## src/rtl/muldiv_unit_if.sv

```systemverilog
// Execute-stage <-> multiply/divide unit bus: operation request, HI/LO moves,
// flush, and the busy/done handshake the hazard unit stalls on.
interface muldiv_unit_if #(
  parameter int unsigned WIDTH = 32
);
  logic             start;
  logic [1:0]       op;
  logic [WIDTH-1:0] a;
  logic [WIDTH-1:0] b;
  logic             flush;
  logic             hi_we;
  logic             lo_we;
  logic [WIDTH-1:0] wdata;
  logic             busy;
  logic             done;
  logic [WIDTH-1:0] hi;
  logic [WIDTH-1:0] lo;

  modport master (
    output start, op, a, b, flush, hi_we, lo_we, wdata,
    input  busy, done, hi, lo
  );

  modport slave (
    input  start, op, a, b, flush, hi_we, lo_we, wdata,
    output busy, done, hi, lo
  );
endinterface

```

## src/rtl/muldiv_unit.sv

```systemverilog
// Iterative signed/unsigned multiply (shift-add) and divide (restoring) with
// architectural HI/LO registers; WIDTH+1 cycles from start to done.
module muldiv_unit #(
  parameter int unsigned WIDTH = 32
) (
  input  logic           clk,
  input  logic           reset,
  muldiv_unit_if.slave   bus
);
  localparam int unsigned CW = $clog2(WIDTH + 1);

  typedef enum logic [1:0] {IDLE, CALC, FIX} state_t;

  state_t             state;
  logic [CW-1:0]      cnt;
  logic               is_div;
  logic               neg_res;
  logic               neg_rem;
  logic [WIDTH-1:0]   mag_b;
  logic [2*WIDTH-1:0] acc;
  logic               busy_r;
  logic               done_r;
  logic [WIDTH-1:0]   hi_r;
  logic [WIDTH-1:0]   lo_r;

  logic               sgn_a;
  logic               sgn_b;
  logic [WIDTH-1:0]   mag_a_in;
  logic [WIDTH-1:0]   mag_b_in;
  logic [WIDTH:0]     sum;
  logic [WIDTH:0]     trial;
  logic [2*WIDTH-1:0] acc_step;
  logic [2*WIDTH-1:0] prod;
  logic [WIDTH-1:0]   res_hi;
  logic [WIDTH-1:0]   res_lo;

  assign bus.busy = busy_r;
  assign bus.done = done_r;
  assign bus.hi   = hi_r;
  assign bus.lo   = lo_r;

  always_comb begin
    sgn_a    = ~bus.op[0] & bus.a[WIDTH-1];
    sgn_b    = ~bus.op[0] & bus.b[WIDTH-1];
    mag_a_in = sgn_a ? -bus.a : bus.a;
    mag_b_in = sgn_b ? -bus.b : bus.b;
  end

  // acc holds {partial product, multiplier} for mult and {remainder, dividend/quotient} for div
  always_comb begin
    sum   = {1'b0, acc[2*WIDTH-1:WIDTH]} + (acc[0] ? {1'b0, mag_b} : '0);
    trial = {acc[2*WIDTH-1:WIDTH], acc[WIDTH-1]} - {1'b0, mag_b};
    if (is_div) begin
      if (!trial[WIDTH]) acc_step = {trial[WIDTH-1:0], acc[WIDTH-2:0], 1'b1};
      else               acc_step = {acc[2*WIDTH-2:0], 1'b0};
    end else begin
      acc_step = {sum, acc[WIDTH-1:1]};
    end
  end

  always_comb begin
    prod = neg_res ? -acc : acc;
    if (is_div) begin
      res_lo = neg_res ? -acc[WIDTH-1:0] : acc[WIDTH-1:0];
      res_hi = neg_rem ? -acc[2*WIDTH-1:WIDTH] : acc[2*WIDTH-1:WIDTH];
    end else begin
      res_hi = prod[2*WIDTH-1:WIDTH];
      res_lo = prod[WIDTH-1:0];
    end
  end

  always_ff @(posedge clk or negedge reset) begin
    if (!reset) begin
      state   <= IDLE;
      cnt     <= '0;
      is_div  <= 1'b0;
      neg_res <= 1'b0;
      neg_rem <= 1'b0;
      mag_b   <= '0;
      acc     <= '0;
      busy_r  <= 1'b0;
      done_r  <= 1'b0;
      hi_r    <= '0;
      lo_r    <= '0;
    end else begin
      done_r <= 1'b0;
      case (state)
        IDLE: begin
          if (bus.hi_we) hi_r <= bus.wdata;
          if (bus.lo_we) lo_r <= bus.wdata;
          if (bus.start && !bus.flush) begin
            state   <= CALC;
            busy_r  <= 1'b1;
            cnt     <= '0;
            acc     <= {{WIDTH{1'b0}}, mag_a_in};
            mag_b   <= mag_b_in;
            is_div  <= bus.op[1];
            // divide by zero keeps the all-ones quotient unsigned; the remainder still equals a
            neg_res <= (sgn_a ^ sgn_b) & ~(bus.op[1] & (bus.b == '0));
            neg_rem <= sgn_a & bus.op[1];
          end
        end
        CALC: begin
          if (bus.flush) begin
            state  <= IDLE;
            busy_r <= 1'b0;
          end else begin
            acc <= acc_step;
            cnt <= cnt + 1'b1;
            if (cnt == CW'(WIDTH - 1)) state <= FIX;
          end
        end
        FIX: begin
          state  <= IDLE;
          busy_r <= 1'b0;
          if (!bus.flush) begin
            hi_r   <= res_hi;
            lo_r   <= res_lo;
            done_r <= 1'b1;
          end
        end
        default: begin
          state  <= IDLE;
          busy_r <= 1'b0;
        end
      endcase
    end
  end
endmodule

```

## src/flat_wrapper.sv

```systemverilog
// flat-port wrapper written by rule: the top's interface ports become plain ports
module muldiv_unit_flat 
#(
  parameter int unsigned WIDTH = 32
)
  (clk, reset, bus_start, bus_op, bus_a, bus_b, bus_flush, bus_hi_we, bus_lo_we, bus_wdata, bus_busy, bus_done, bus_hi, bus_lo);
  muldiv_unit_if #(.WIDTH(WIDTH)) bus_i ();
  input  logic clk;
  input  logic reset;
  input wire logic [$bits(bus_i.start)-1:0] bus_start;
  input wire logic [$bits(bus_i.op)-1:0] bus_op;
  input wire logic [$bits(bus_i.a)-1:0] bus_a;
  input wire logic [$bits(bus_i.b)-1:0] bus_b;
  input wire logic [$bits(bus_i.flush)-1:0] bus_flush;
  input wire logic [$bits(bus_i.hi_we)-1:0] bus_hi_we;
  input wire logic [$bits(bus_i.lo_we)-1:0] bus_lo_we;
  input wire logic [$bits(bus_i.wdata)-1:0] bus_wdata;
  output wire logic [$bits(bus_i.busy)-1:0] bus_busy;
  output wire logic [$bits(bus_i.done)-1:0] bus_done;
  output wire logic [$bits(bus_i.hi)-1:0] bus_hi;
  output wire logic [$bits(bus_i.lo)-1:0] bus_lo;
  assign bus_i.start = bus_start;
  assign bus_i.op = bus_op;
  assign bus_i.a = bus_a;
  assign bus_i.b = bus_b;
  assign bus_i.flush = bus_flush;
  assign bus_i.hi_we = bus_hi_we;
  assign bus_i.lo_we = bus_lo_we;
  assign bus_i.wdata = bus_wdata;
  assign bus_busy = bus_i.busy;
  assign bus_done = bus_i.done;
  assign bus_hi = bus_i.hi;
  assign bus_lo = bus_i.lo;
  muldiv_unit #(.WIDTH(WIDTH)) u_core (.clk(clk), .reset(reset), .bus(bus_i));
endmodule
```

## config.mk

```make
export PLATFORM = sky130hd
export DESIGN_NAME = muldiv_unit_flat
export DESIGN_NICKNAME = d
export VERILOG_FILES = /design/src/rtl/muldiv_unit_if.sv /design/src/rtl/muldiv_unit.sv /design/src/flat_wrapper.sv
export SDC_FILE = /design/constraint.sdc
export NUM_CORES = 1
export LEC_CHECK = 0
export ABC_CLOCK_PERIOD_IN_PS = 7490
export BUFFER_PORTS_ARGS = -buffer_cell sky130_fd_sc_hd__buf_2
export CAP_MARGIN = 20
export CORE_MARGIN = 1
export CORE_UTILIZATION = 30
export CTS_CLUSTER_SIZE = 12
export DETAILED_ROUTE_END_ITERATION = 12
export MAX_ROUTING_LAYER = met4
export PLACE_DENSITY = 0.47
export SYNTH_ARGS = -nofsm -noshare
export SYNTH_HDL_FRONTEND = slang
export SYNTH_SLANG_ARGS = --single-unit
```

## constraint.sdc

```tcl
create_clock -name clk -period 7.49 [get_ports clk]
set_input_delay 0 -clock clk [delete_from_list [all_inputs] [get_ports clk]]
set_output_delay 0 -clock clk [all_outputs]
set_load 0.03 [all_outputs]
```

---- Word level (Yosys, flattened, before mapping) ----
Cells that the tools add are included.
storage, ports and cells
  output and inout bits ................... 66
  bits in writable memories ............... 0
  memories kept ........................... 0
  input port bits ......................... 104
  bits in registers ....................... 173
  memory bits (read-only) ................. 0
  word-level logic and storage cells ...... 80
  latch bits .............................. 0
operators by class
  shift operators ......................... 0
  multiply operators ...................... 0
  divide/modulo/power cells ............... 0
  eq/ne operators ......................... 10
  add/sub/neg operators ................... 8
  bitwise gates (word level) .............. 8
  multiplexer cells ....................... 31
  reductions and logical operators ........ 12
  $lt $le $gt $ge ......................... 0
operators with widths
  kind                                                    number
  two-way mux 32 bit                                      11
  two-way mux 64 bit                                      5
  negation 32 bit                                         4
  one-hot mux 32 bit (2 select lines)                     2
  one-hot mux 64 bit (2 select lines)                     1
  negation 64 bit                                         1
  adder 32 x 33 -> 33 bit                                 1
  subtractor 33 x 32 -> 33 bit                            1
  logical NOT 32 bit                                      1
  two-way mux 6 bit                                       2
  one-hot mux 6 bit (2 select lines)                      1
  inequality test 2 bit (second input constant)           5
  AND reduction 3 bit                                     3
  adder 6 x 1 -> 6 bit (second input constant)            1
  == test 6 x 5 -> 1 bit (second input constant)          1
  two-way mux 2 bit                                       3
  AND reduction 2 bit                                     3
  bitwise AND 1 bit                                       5
  two-way mux 1 bit                                       4
  one-hot mux 2 bit (2 select lines)                      1
  nonzero test 2 bit                                      2
  inequality test 3 x 2 -> 1 bit (second input constant)  1
  == test 2 x 1 -> 1 bit (second input constant)          1
  == test 2 bit (second input constant)                   1
  7 further kinds                                         8

---- Depth between registers and ports, before layout ----
  depth in word-level cells ............... 5
  depth in mapped cells ................... 16
  depth with buffers taken out ............ 14

---- Least setup slack after synthesis ----
OpenSTA, ideal clock, no wires.
  kind .................................... reg2reg
  start ................................... register u_core.acc[0]
  end ..................................... register u_core.acc[60]
  slack ................................... 4.145 ns
  setup time .............................. 0.126 ns
  required time ........................... 7.364 ns
  arrival time ............................ 3.219 ns
  cell stages (with the launch flop) ...... 16
  period minus slack after synthesis ...... 3.345 ns
  path buffers ............................ 2
  cells stage by stage .................... dfrtp_1 -> clkbuf_1 -> inv_1 -> clkbuf_1 -> nor2_1 -> ha_1 -> a21o_1 -> a2111oi_2 -> o2bb2ai_1 -> nor4b_1 -> o21ai_0 -> a21oi_1 -> a21oi_1 -> a21oi_1 -> xor2_1 -> a221o_1
between the ends
  cells in the longest elaborated chain, start to end .. 5
ends and longest elaborated chain
  item                                 line                RTL
  start: declaration                   muldiv_unit.sv:20   logic [2*WIDTH-1:0] acc;
  start signal: assignment             muldiv_unit.sv:95   acc <= {{WIDTH{1'b0}}, mag_a_in};
  start signal: assignment             muldiv_unit.sv:108  acc <= acc_step;
  two-way mux 32 bit                   muldiv_unit.sv:51   sum = {1'b0, acc[2*WIDTH-1:WIDTH]} + (acc[0] ? {1'b0, mag_b} : '0);
  adder 32 x 33 -> 33 bit              muldiv_unit.sv:51
  two-way mux 64 bit                   muldiv_unit.sv:53   if (is_div) begin
  two-way mux 64 bit                   muldiv_unit.sv:104  if (bus.flush) begin
  one-hot mux 64 bit (2 select lines)  muldiv_unit.sv:87   case (state)
No other way between the ends. The select of a mux whose other input is x is not followed.
A chain may end at the register's enable or synchronous reset.

---- Final worst setup path ----
  start ................................... register u_core.acc[0]
  end ..................................... register u_core.acc[59]
Same word-level chain as after synthesis.

==> results by group <==
Run status
  – Status: finished, final reports clean

Logic synthesis
  – Number of synthesized flops with an enable pin: 0
  – Post-Syn Nets: 2066
  – Mapped Avg Cell Area: 7.72 sq um
  – Yosys Warn Count: 0
  – Synth Cell Area: 14600 sq um
  – Ys async rst share: 100%
  – Share of the synthesized area in the top cell type: 29.7%
  – Synth top area cells: dfrtp_1 30%, o21ai_0 6.8%, nand2_1 6.4%
  – Unique masters post-synth: 73
  – Sequential fraction of the synthesis area: just under 30%
  – Main synth FF type: dfrtp_1
  – Yosys top cell by area: dfrtp_1
  – Synthesis-stage register bit count: between 150 and 200
  – Mapped Cells: 1891

GRT
  – Grt ovf: 0
  – Global-route wire length before repair: 83.4 mm
  – Pin count of the biggest net entering global routing: 82
  – Total track usage: roughly 22%
  – Initial antenna violation count: 0
  – Vias in the first global route: 14034

Final layout
  – Final Util: a little under two fifths
  – Most common cell after layout, fill and taps aside: nand2_1
  – Final nets: 2268
  – ANT cells: 0
  – Share of cells above drive strength 1: 11.9%
  – Fill count: 5080
  – Register area: 4330 sq um
  – Multi-input gate area: 9620 sq um
  – P&R area growth vs syn: 20.9%
  – Design Area, Final: around 18000 sq um
  – Commonest cells after routing, fill and taps aside: 248 x nand2_1, 202 x nor2_1, 197 x o21ai_0
  – Post-Layout Cell Count: 2721

Place
  – Dpl cell area: 16000 sq um
  – Placed Cells: 2585
  – Port bufs: roughly 170
  – Final GP Congestion: 0.892
  – Worst slack at placement: 3.54 ns
  – Final HPWL DP: 41.1 mm

Drt
  – Antenna-violating nets left: 0
  – Avg WL per Cell: 19.8 um
  – Met1 WL: approximately 27 mm
  – DR pass1 iterations: 5
  – DR top layer: met4
  – Starting DRT DRC Count: 1094
  – Via count: between 10000 and 15000
  – DRC violations left: 0
  – Met3 Wirelength: roughly 2.6 mm
  – Metal2 WL: 22.7 mm
  – Total Routed Length: 53.9 mm
  – Via density: between 5 and 6

Worst setup path
  – Crit path kind: flop to flop
  – Critical path launch point: u_core.acc[0]$_DFFE_PN0P_
  – Req. time, crit path: 7.90 ns
  – CP Launch Type: flop
  – CP endpoint kind: flop
  – Arr. time, crit path: 4.35 ns
  – Reg2reg start: u_core.acc[0]$_DFFE_PN0P_
  – Crit Path Max Fanout: 31

Clock network
  – Sink Count: 173
  – Clock transition at path regs: around 0.08 ns
  – Cts bufs inserted: 17
  – CTS tree: done
  – Clock insertion delay at the later pin of the skew report: around 0.5 ns
  – Longest Clk Path Bufs: 2
  – Clk root buf: clkbuf_16
  – H-tree depth: 4

Floorplanning
  – Starting Density: 30.5%
  – Die ar.: between 40000 and 50000 sq um
  – Core ar.: 47800 sq um
  – Die height: roughly 220 um
  – Io pins: 170
  – Die X: 223 um
  – Site Rows: 80

Timing
  – Fin. max-slew vios: 0
  – Relative slew slack: 28.5%
  – Final period utilization: 52.6%
  – Min Tclk post-route: 3.94 ns
  – Setup Skew: 0.0155 ns
  – FMAX: 0.254 GHz
  – Smallest hold slack: 0.00109 ns
  – Final Worst Setup Slack: about 3.6 ns
  – Hold Fails Final Rpt: 0
  – Final setup TNS: 0 ns
  – RSZ-0062 raised after global routing: no
  – Worst-Margin Slew: 1.07 ns
  – Setup violators final: 0

Min path
  – Hold crit path type: primary input to async pin

Job
  – Max-cap violation count: 0

Power
  – LEAKAGE: 8.04 nW
  – Total power: 6.10 mW
  – PD cells: 346 nW/um^2
  – Max IR drop VDD: 0.000225 V
[state kept, by name, summed over array words and instances, names as in the netlist]
| signal | flops |
|---|---|
| u_core.acc | 64 |
| u_core.bus.hi | 32 |
| u_core.is_div | 1 |
| u_core.bus.done | 1 |
| u_core.neg_res | 1 |
| u_core.bus.busy | 1 |
| u_core.cnt | 6 |
| u_core.state | 2 |
| u_core.neg_rem | 1 |
| u_core.mag_b | 32 |
| u_core.bus.lo | 32 |
[critical path: stages (launching register included)]
cell and delay, ns:
dfrtp_1 0.48, inv_1 0.08, buf_4 0.31, nor2_1 0.10
ha_1 0.37, nor2b_1 0.22, o31a_1 0.22, o211ai_1 0.11
and2_1 0.20, a2111oi_0 0.67, a2111oi_0 0.17, o31ai_1 0.38
a21oi_1 0.15, xor2_1 0.16, a211oi_1 0.22
[where the power goes]
| group | leakage [nW] | switching (mW) | internal [mW] | total, mW |
|---|---|---|---|---|
| Clock | 0.303 | 0.468 | 0.510 | 0.978 |
| Combinational | 5.58 | 2.16 | 1.37 | 3.53 |
| Sequential | 2.15 | 0.444 | 1.15 | 1.60 |
[synth_stat cells, types with 5 or more instances]
cell / instances
nand2_1: 248
nor2_1: 204
o21ai_0: 197
dfrtp_1: 173
a21oi_1: 153
clkbuf_1: 96
xor2_1: 93
xnor2_1: 82
ha_1: 69
inv_1: 69
mux2i_1: 54
o31ai_1: 44
a21o_1: 41
nor3_1: 33
nand3_1: 23
or3_1: 20
a31oi_1: 18
a211oi_1: 17
nand2b_1: 17
nor2b_1: 17
and3_1: 14
o21a_1: 14
and2_1: 13
nor4_1: 13
a22oi_1: 11
or4_1: 11
o41ai_1: 10
nand4_1: 9
a22o_1: 8
o22ai_1: 8
buf_1: 7
o211ai_1: 7
o221ai_1: 7
nand3b_1: 6
nor3b_1: 6
a21boi_0: 5
buf_2: 5
[cells by family (layout without fill, tap and decap cells)]
kind of cell    Yosys count  after routing  synth area share [%]
compound gates          583            583                  24.4
fa+ha+maj                71             71                  6.19
mux                      57             57                  3.94
simple gates            653            653                  20.6
flops                   173            173                  29.7
xor+xnor                175            175                  10.5
buf+inv                 179            394                  4.70
[final timing paths]
kind	slack, ns	cells after the start	endpoint
setup / recovery	3.55	14	u_core.acc[59]$_DFFE_PN0P_
hold / removal	0.001	2	u_core.bus.lo[18]$_DFFE_PN0P_
setup reg to reg	3.55	14	u_core.acc[59]$_DFFE_PN0P_
hold reg to reg	0.48	2	u_core.bus.hi[26]$_DFFE_PN0P_
max in group asynchronous	6.19	3	u_core.bus.hi[20]$_DFFE_PN0P_
min in group clk	0.04	5	u_core.acc[3]$_DFFE_PN0P_
[repair_timing]
action	in CTS	in global routing
endpoints found under the hold margin	164	0
resized for setup	0	0
hold buffers	104	0
buffers inserted	0	0
[routing by layer]
layer | global-route usage [%] | vias to the layer above
met2 | 32.0 | 435
met5 | - | -
met3 | 3.23 | 56
met1 | 32.3 | 6955
li1 | - | 7125
met4 | 7.23 | 0
[area by class of cell]
| class | count | share of cell area, % |
|---|---|---|
| Clock buffer | 17 | 2.41 |
| Clock inverter | 15 | 1.11 |
| Inverter | 69 | 1.47 |
| Multi-Input combinational cell | 1539 | 54.5 |
| Sequential cell | 173 | 24.6 |
| Tap cell | 615 | 4.36 |
| Timing Repair Buffer | 293 | 11.6 |
Power figures use the tool's default switching activity.
